### src/rtl/imem_loader.sv
// imem_loader: assembles a big-endian byte stream into imem words and holds the core in reset until loaded
module imem_loader #(
  parameter int ADDR_W = 8
) (
  input  logic              clk,
  input  logic              reset,
  input  logic              start,
  input  logic [ADDR_W:0]   word_count,
  input  logic              byte_valid,
  input  logic [7:0]        byte_data,
  output logic              byte_ready,
  output logic              imem_we,
  output logic [ADDR_W-1:0] imem_addr,
  output logic [31:0]       imem_wdata,
  output logic              cpu_hold,
  output logic              busy,
  output logic              done
);
  localparam logic [1:0] IDLE = 2'd0, LOAD = 2'd1, WRITE = 2'd2, DONE = 2'd3;
  localparam logic [ADDR_W:0] CAP = {1'b1, {ADDR_W{1'b0}}};
  logic [1:0] state, nxt, idx;
  logic [ADDR_W:0] target, cnt, clamped;
  logic [ADDR_W-1:0] addr;
  logic [23:0] asm_q;
  logic go, accept;
  assign go = start && (state == IDLE || state == DONE);
  assign accept = byte_valid && byte_ready;
  assign clamped = word_count > CAP ? CAP : word_count;
  always_comb begin
    nxt = state;
    if (go) nxt = clamped == '0 ? DONE : LOAD;
    else if (state == LOAD && accept && idx == 2'd3) nxt = WRITE;
    else if (state == WRITE) nxt = cnt + 1'b1 == target ? DONE : LOAD;
  end
  // outputs are registered from the next state so they change together with it
  always_ff @(posedge clk) begin
    if (reset) begin
      state <= IDLE;
      byte_ready <= 1'b0;
      imem_we <= 1'b0;
      imem_addr <= '0;
      imem_wdata <= '0;
      cpu_hold <= 1'b1;
      busy <= 1'b0;
      done <= 1'b0;
      idx <= '0;
      cnt <= '0;
      addr <= '0;
      target <= '0;
      asm_q <= '0;
    end else begin
      state <= nxt;
      byte_ready <= nxt == LOAD;
      imem_we <= nxt == WRITE;
      busy <= nxt == LOAD || nxt == WRITE;
      done <= nxt == DONE;
      cpu_hold <= nxt != DONE;
      if (go) begin
        target <= clamped;
        addr <= '0;
        idx <= '0;
        cnt <= '0;
      end
      if (accept) begin
        idx <= idx + 2'd1;
        asm_q <= {asm_q[15:0], byte_data};
        if (idx == 2'd3) begin
          imem_wdata <= {asm_q, byte_data};
          imem_addr <= addr;
        end
      end
      if (state == WRITE) begin
        addr <= addr + 1'b1;
        cnt <= cnt + 1'b1;
      end
    end
  end
endmodule

### config.mk
export PLATFORM = sky130hd
export DESIGN_NAME = imem_loader
export DESIGN_NICKNAME = d
export VERILOG_FILES = /design/src/rtl/imem_loader.sv
export SDC_FILE = /design/constraint.sdc
export NUM_CORES = 1
export LEC_CHECK = 0
export CAP_MARGIN = 20
export CELL_PAD_IN_SITES_DETAIL_PLACEMENT = 1
export CELL_PAD_IN_SITES_GLOBAL_PLACEMENT = 2
export CORE_MARGIN = 1
export CORE_UTILIZATION = 31
export CTS_CLUSTER_SIZE = 28
export DETAILED_ROUTE_END_ITERATION = 6
export PLACE_DENSITY_LB_ADDON = 0.3
export SLEW_MARGIN = 20
export SYNTH_ARGS = -nofsm -noshare
export SYNTH_HDL_FRONTEND = slang
export SYNTH_SLANG_ARGS = --single-unit
### constraint.sdc
create_clock -name clk -period 2.55 [get_ports clk]
set_clock_uncertainty 0.2 [all_clocks]
set_input_delay 0.51 -clock clk [delete_from_list [all_inputs] [get_ports clk]]
set_output_delay 0.51 -clock clk [all_outputs]
set_load 0.02 [all_outputs]
# After elaboration in Yosys (flattened, before gate mapping)
# Index checks and enable logic that the tools add are counted.
# op_classes
add_sub_neg	3
n_lt_le_gt_ge	1
n_eq_ne	9
n_mux	12
n_reduce_logical	11
# ops
operator	n
two-way mux 9 bit	3
two-way mux 8 bit	2
two-way mux 2 bit	7
equality test 2 bit, second input constant	5
adder 9 x 1 -> 9 bit, second input constant	1
equality test 9 bit	1
greater-than comparator 9 bit, second input constant	1
logical NOT 9 bit	1
adder 8 x 1 -> 8 bit, second input constant	1
equality test 2 x 1 -> 1 bit, second input constant	2
logical AND 1 bit	4
nonzero test 2 bit	2
adder 2 x 1 -> 2 bit, second input constant	1
logical NOT 2 bit	1
logical OR 1 bit	2
!= test 2 bit, second input constant	1
AND reduction 2 bit	1
# word_totals
ff_bits	99
inputBits	21
word_cells	49

# Longest topological paths before layout
# logic_depth
depth_word	8
depth_mapped	10
mapped_depth_nobuf	9

# Worst setup path after synthesis
# OpenSTA, ideal clock, no wires.
# synth_path
path_kind	register -> register
startpoint	reg cnt[0]
endpoint	reg busy
arrival_ns	1.895
slack_ns	0.327
stages_incl_launch_ff	9
path_buffers	1
synth_period_minus_slack_ns	2.223
path_cell_list	dfxtp_1 ha_1 and3_1 clkbuf_1 and4_1 nor4_2 a41o_2 ha_1 nor2b_1
# synth_between
elab_chain_len	8
# synth_lines
element	line_no	rtl
from (decl)	22	logic [ADDR_W:0] target, cnt, clamped;
from (signal assigned)	74	cnt <= cnt + 1'b1;
adder 9 x 1 -> 9 bit *	33	else if (state == WRITE) nxt = cnt + 1'b1 == target ? DONE : LOAD;
equality test 9 bit *	33	
two-way mux 2 bit * (2 in a row)	33	
two-way mux 2 bit *	32	else if (state == LOAD && accept && idx == 2'd3) nxt = WRITE;
two-way mux 2 bit *	31	if (go) nxt = clamped == '0 ? DONE : LOAD;
equality test 2 x 1 -> 1 bit or equality test 2 bit (tied branches)	55	busy <= nxt == LOAD || nxt == WRITE;
logical OR 1 bit *	55	
to (signal assigned)	44	busy <= 1'b0;
to (signal assigned)	55	
to (decl)	16	output logic busy,
# Mark *: on every way between the ends. The rest lies on a longest branch, timed or not.
# A chain may end at the register's enable or synchronous reset.

# Worst setup path in the final report
# layout_path
startpoint	reg cnt[1]
endpoint	reg busy
# Same word-level chain as after synthesis.

==> impl_summary.log <==
[metrics] count of warnings emitted by yosys: 0
[metrics] launching element type of the critical path: register
[metrics] placer's final routability congestion estimate: 0.8020
[metrics] final setup violation count: 0
[metrics] required time of the worst setup path: 2.60 ns
[metrics] DRT Pass-1 Iters: 6
[metrics] count of nets left with antenna violations after detail routing: 0
[metrics] commonest non-fill, non-tap cell in the layout: sky130_fd_sc_hd__nand2_1
[metrics] Endpoint, Worst Hold: imem_addr[4]
[metrics] Clock Sinks: 99
[metrics] number of H-tree levels: 3
[metrics] synthesized cell area: 3993 um^2
[metrics] worst-case headroom to the max-slew limit: 50.76%
[metrics] total number of nets in the final design: 586
[metrics] CP max FO: 6
[metrics] clk root buf: sky130_fd_sc_hd__clkbuf_16
[metrics] Hold Path Origin: imem_addr[4]
[metrics] clock buffer depth: 2
[metrics] final setup TNS: 0 ns
[metrics] largest voltage drop on the vdd net: 306.1 uV
[metrics] static power due to leakage: 1.770 nW
[metrics] commonest cells after routing, fill and taps aside: sky130_fd_sc_hd__nand2_1, sky130_fd_sc_hd__dfxtp_1, sky130_fd_sc_hd__a21oi_1
[metrics] RSZ-0062 raised after global routing: false
[metrics] met3 capacity usage during global routing: 2.877%
[metrics] # DRC: 0
[metrics] Total Power Consumption: 0.003361 W
[metrics] clock-pin slew on the worst setup and hold paths: 0.07 ns
[metrics] TritonCTS clock tree: built
[metrics] standard cell core area: 12570 um^2
[metrics] met2 track demand over resource in global routing: 25.91%
[metrics] post-layout min period: 2.390 ns
[metrics] # rows: 41
[metrics] initial antenna violation count: 0
[metrics] sequential cell area fraction in the yosys report: 49.64%
[metrics] total via count in the routed design: 3504
[metrics] DIE HEIGHT: 115.5 um
[metrics] run status: completed
[metrics] vias in the first global route: 3415
[metrics] count of different cell masters after synthesis: 41
[metrics] count of antenna diodes in the layout: 0
[metrics] Die Outline Area: 13340 um^2
[metrics] share of the clock period used by the worst path after layout: 93.72%
[metrics] detailed router's first-iteration violation count: 143
[metrics] largest net degree at the start of global routing: 41
[metrics] proportion of synthesized flip-flops having asynchronous set or reset: 0%
[metrics] Place WS: -0.05805 ns
[metrics] global route total overflow: 0
[metrics] post-detailed-route wirelength per cell: 13.97 um
[metrics] starting density of the core: 31.77%
[metrics] count of final hold-check violations: 0
[metrics] signal arrival time at the worst endpoint: 2.44 ns
[metrics] horizontal die dimension: 115.5 um
[metrics] Avg Cell Area, Syn: 8.033 um^2
[metrics] count of max-cap constraint violations: 0
[metrics] area of combinational cells with multiple inputs: 1844 um^2
[metrics] met1 usage: 22.08%
[metrics] count of hold buffers inserted by post-cts repair: 0
[metrics] FF+latch count, synth: 99
[metrics] count of cells along the worst register-to-register path: 7
[metrics] EDFF count, synth: 0
[metrics] worst r2r src: cnt[1]
[metrics] Power per Cell Area: 652.1 nW/um^2
[metrics] R2R setup slack: 0.16 ns
[metrics] area used by sequential logic in the layout: 1982 um^2
[metrics] top flip-flop cell by instance count after synthesis: sky130_fd_sc_hd__dfxtp_1
[metrics] share of layout cells above drive strength 1: 7.321%
[metrics] CTS-repair resized insts: 0
[metrics] max-slew violation count: 0
[metrics] number of clock buffers inserted by TritonCTS: 9
[metrics] Vias/cell: 4.787
[metrics] critical path class: reg2reg
[metrics] category of the worst setup path capture point: register
[metrics] Mapped Cells: 497
[metrics] total non-filler cell area in the finished layout: 5155 um^2
[metrics] number of post-CTS setup repair buffers: 0
[metrics] instance area after placement: 4867 um^2
[metrics] utilization of the core after routing: 41.02%
[metrics] area delta synth->final: 29.11%
[metrics] port bufs: 65
[metrics] hold path cells: 2
[metrics] clock latency on the worst-skew pair: 0.35 ns
[metrics] post-detail-place hpwl: 7.163 mm
[metrics] drt total wl: 10.23 mm
[metrics] GRT Resource Usage Total: 16.52%
[metrics] final critical-path setup slack: 0.1601 ns
[metrics] worst-margin pin slew: 0.7359 ns
[metrics] Achievable Freq: 418.4 MHz
[metrics] wire length of the first global-routing pass: 16.86 mm
[metrics] count of filler cells inserted in the layout: 1530
[metrics] busiest layer in global routing: met2
[metrics] FF-to-FF End: busy
[metrics] number of top-level design ports: 66
[metrics] synthesized netlist net count: 528
[metrics] Hold Path Class: reg2reg
[through the flow]
stage,std cells,hold WS [ns]
floorplan,497,0.2321
finish,732,0.2552
global placement,716,0.2425
global route,732,0.2768
detailed placement,716,0.2481
CTS,732,0.2576
[power by group]
group	total (W)	leakage (nW)	internal [W]	switching (W)
clock	0.00132	0.142	0.000717	0.000601
combinational	0.000416	0.828	0.000170	0.000246
sequential	0.00163	0.800	0.00159	0.0000350
[state kept, by name, indices dropped and copies added (netlist names)]
register    flops
target          9
asm_q          24
state           2
imem_wdata     32
cnt             9
cpu_hold        1
addr            8
imem_addr       8
done            1
busy            1
byte_ready      1
idx             2
imem_we         1
[worst max-delay path by stage]
| stage | start | cells past startpoint | endpoint |
|---|---|---|---|
| 6_report | cnt[1] | 7 | busy |
| 3_5_place_dp | word_count[5] | 7 | busy |
| 2_1_floorplan | cnt[0] | 8 | busy |
| 3_3_place_gp | word_count[5] | 7 | busy |
| 5_1_grt | cnt[1] | 7 | busy |
| 4_1_cts | cnt[1] | 7 | busy |
[cell type report]
type,instances,area share [%]
well taps,172,4.175
repair buffers,81,15.58
multi-input cells,358,35.78
flip-flops and latches,99,38.45
clock inverters,5,0.6796
inverters,6,0.4369
clock buffers,11,4.903
[critical path, cell delays in order (launching register included)]
cell                      delay (ns)
sky130_fd_sc_hd__dfxtp_1        0.39
sky130_fd_sc_hd__ha_1           0.30
sky130_fd_sc_hd__nand3_1        0.16
sky130_fd_sc_hd__or3_1          0.38
sky130_fd_sc_hd__and4_1         0.19
sky130_fd_sc_hd__a41o_2         0.25
sky130_fd_sc_hd__ha_1           0.29
sky130_fd_sc_hd__nor2b_1        0.13
[Yosys cell counts (7+ instances only)]
library cell | instances | share of area [%]
sky130_fd_sc_hd__nand2_1 | 146 | 14
sky130_fd_sc_hd__dfxtp_1 | 99 | 50
sky130_fd_sc_hd__a21oi_1 | 90 | 11
sky130_fd_sc_hd__clkbuf_1 | 31 | 2.9
sky130_fd_sc_hd__nor2_1 | 19 | 1.8
sky130_fd_sc_hd__nand3_1 | 12 | 1.5
sky130_fd_sc_hd__nand3b_1 | 11 | 2.1
sky130_fd_sc_hd__ha_1 | 10 | 3.1
sky130_fd_sc_hd__and3_1 | 7 | 1.1
sky130_fd_sc_hd__xnor2_1 | 7 | 1.5
[layer usage]
layer / part of all wire, % / wire length (um)
met3: 2.8 / 284
met1: 50 / 5071
met4: 1.8 / 181
met2: 46 / 4690
met5: 0 / 0
[logic make-up (layout without fill, tap and decap cells)]
| logic type | count (synthesis) | count (layout) | share of synthesized area, % |
|---|---|---|---|
| DFF | 99 | 99 | 49.64 |
| buffers and inverters | 40 | 103 | 4.168 |
| muxes | 3 | 3 | 0.7521 |
| AOI/OAI and AO/OA | 109 | 109 | 14.60 |
| and+or+nand+nor | 226 | 226 | 25.51 |
| adders and majority gates | 10 | 10 | 3.134 |
| xor gates and xnor gates | 10 | 10 | 2.194 |
No activity file was read; power rests on OpenSTA's default activity.
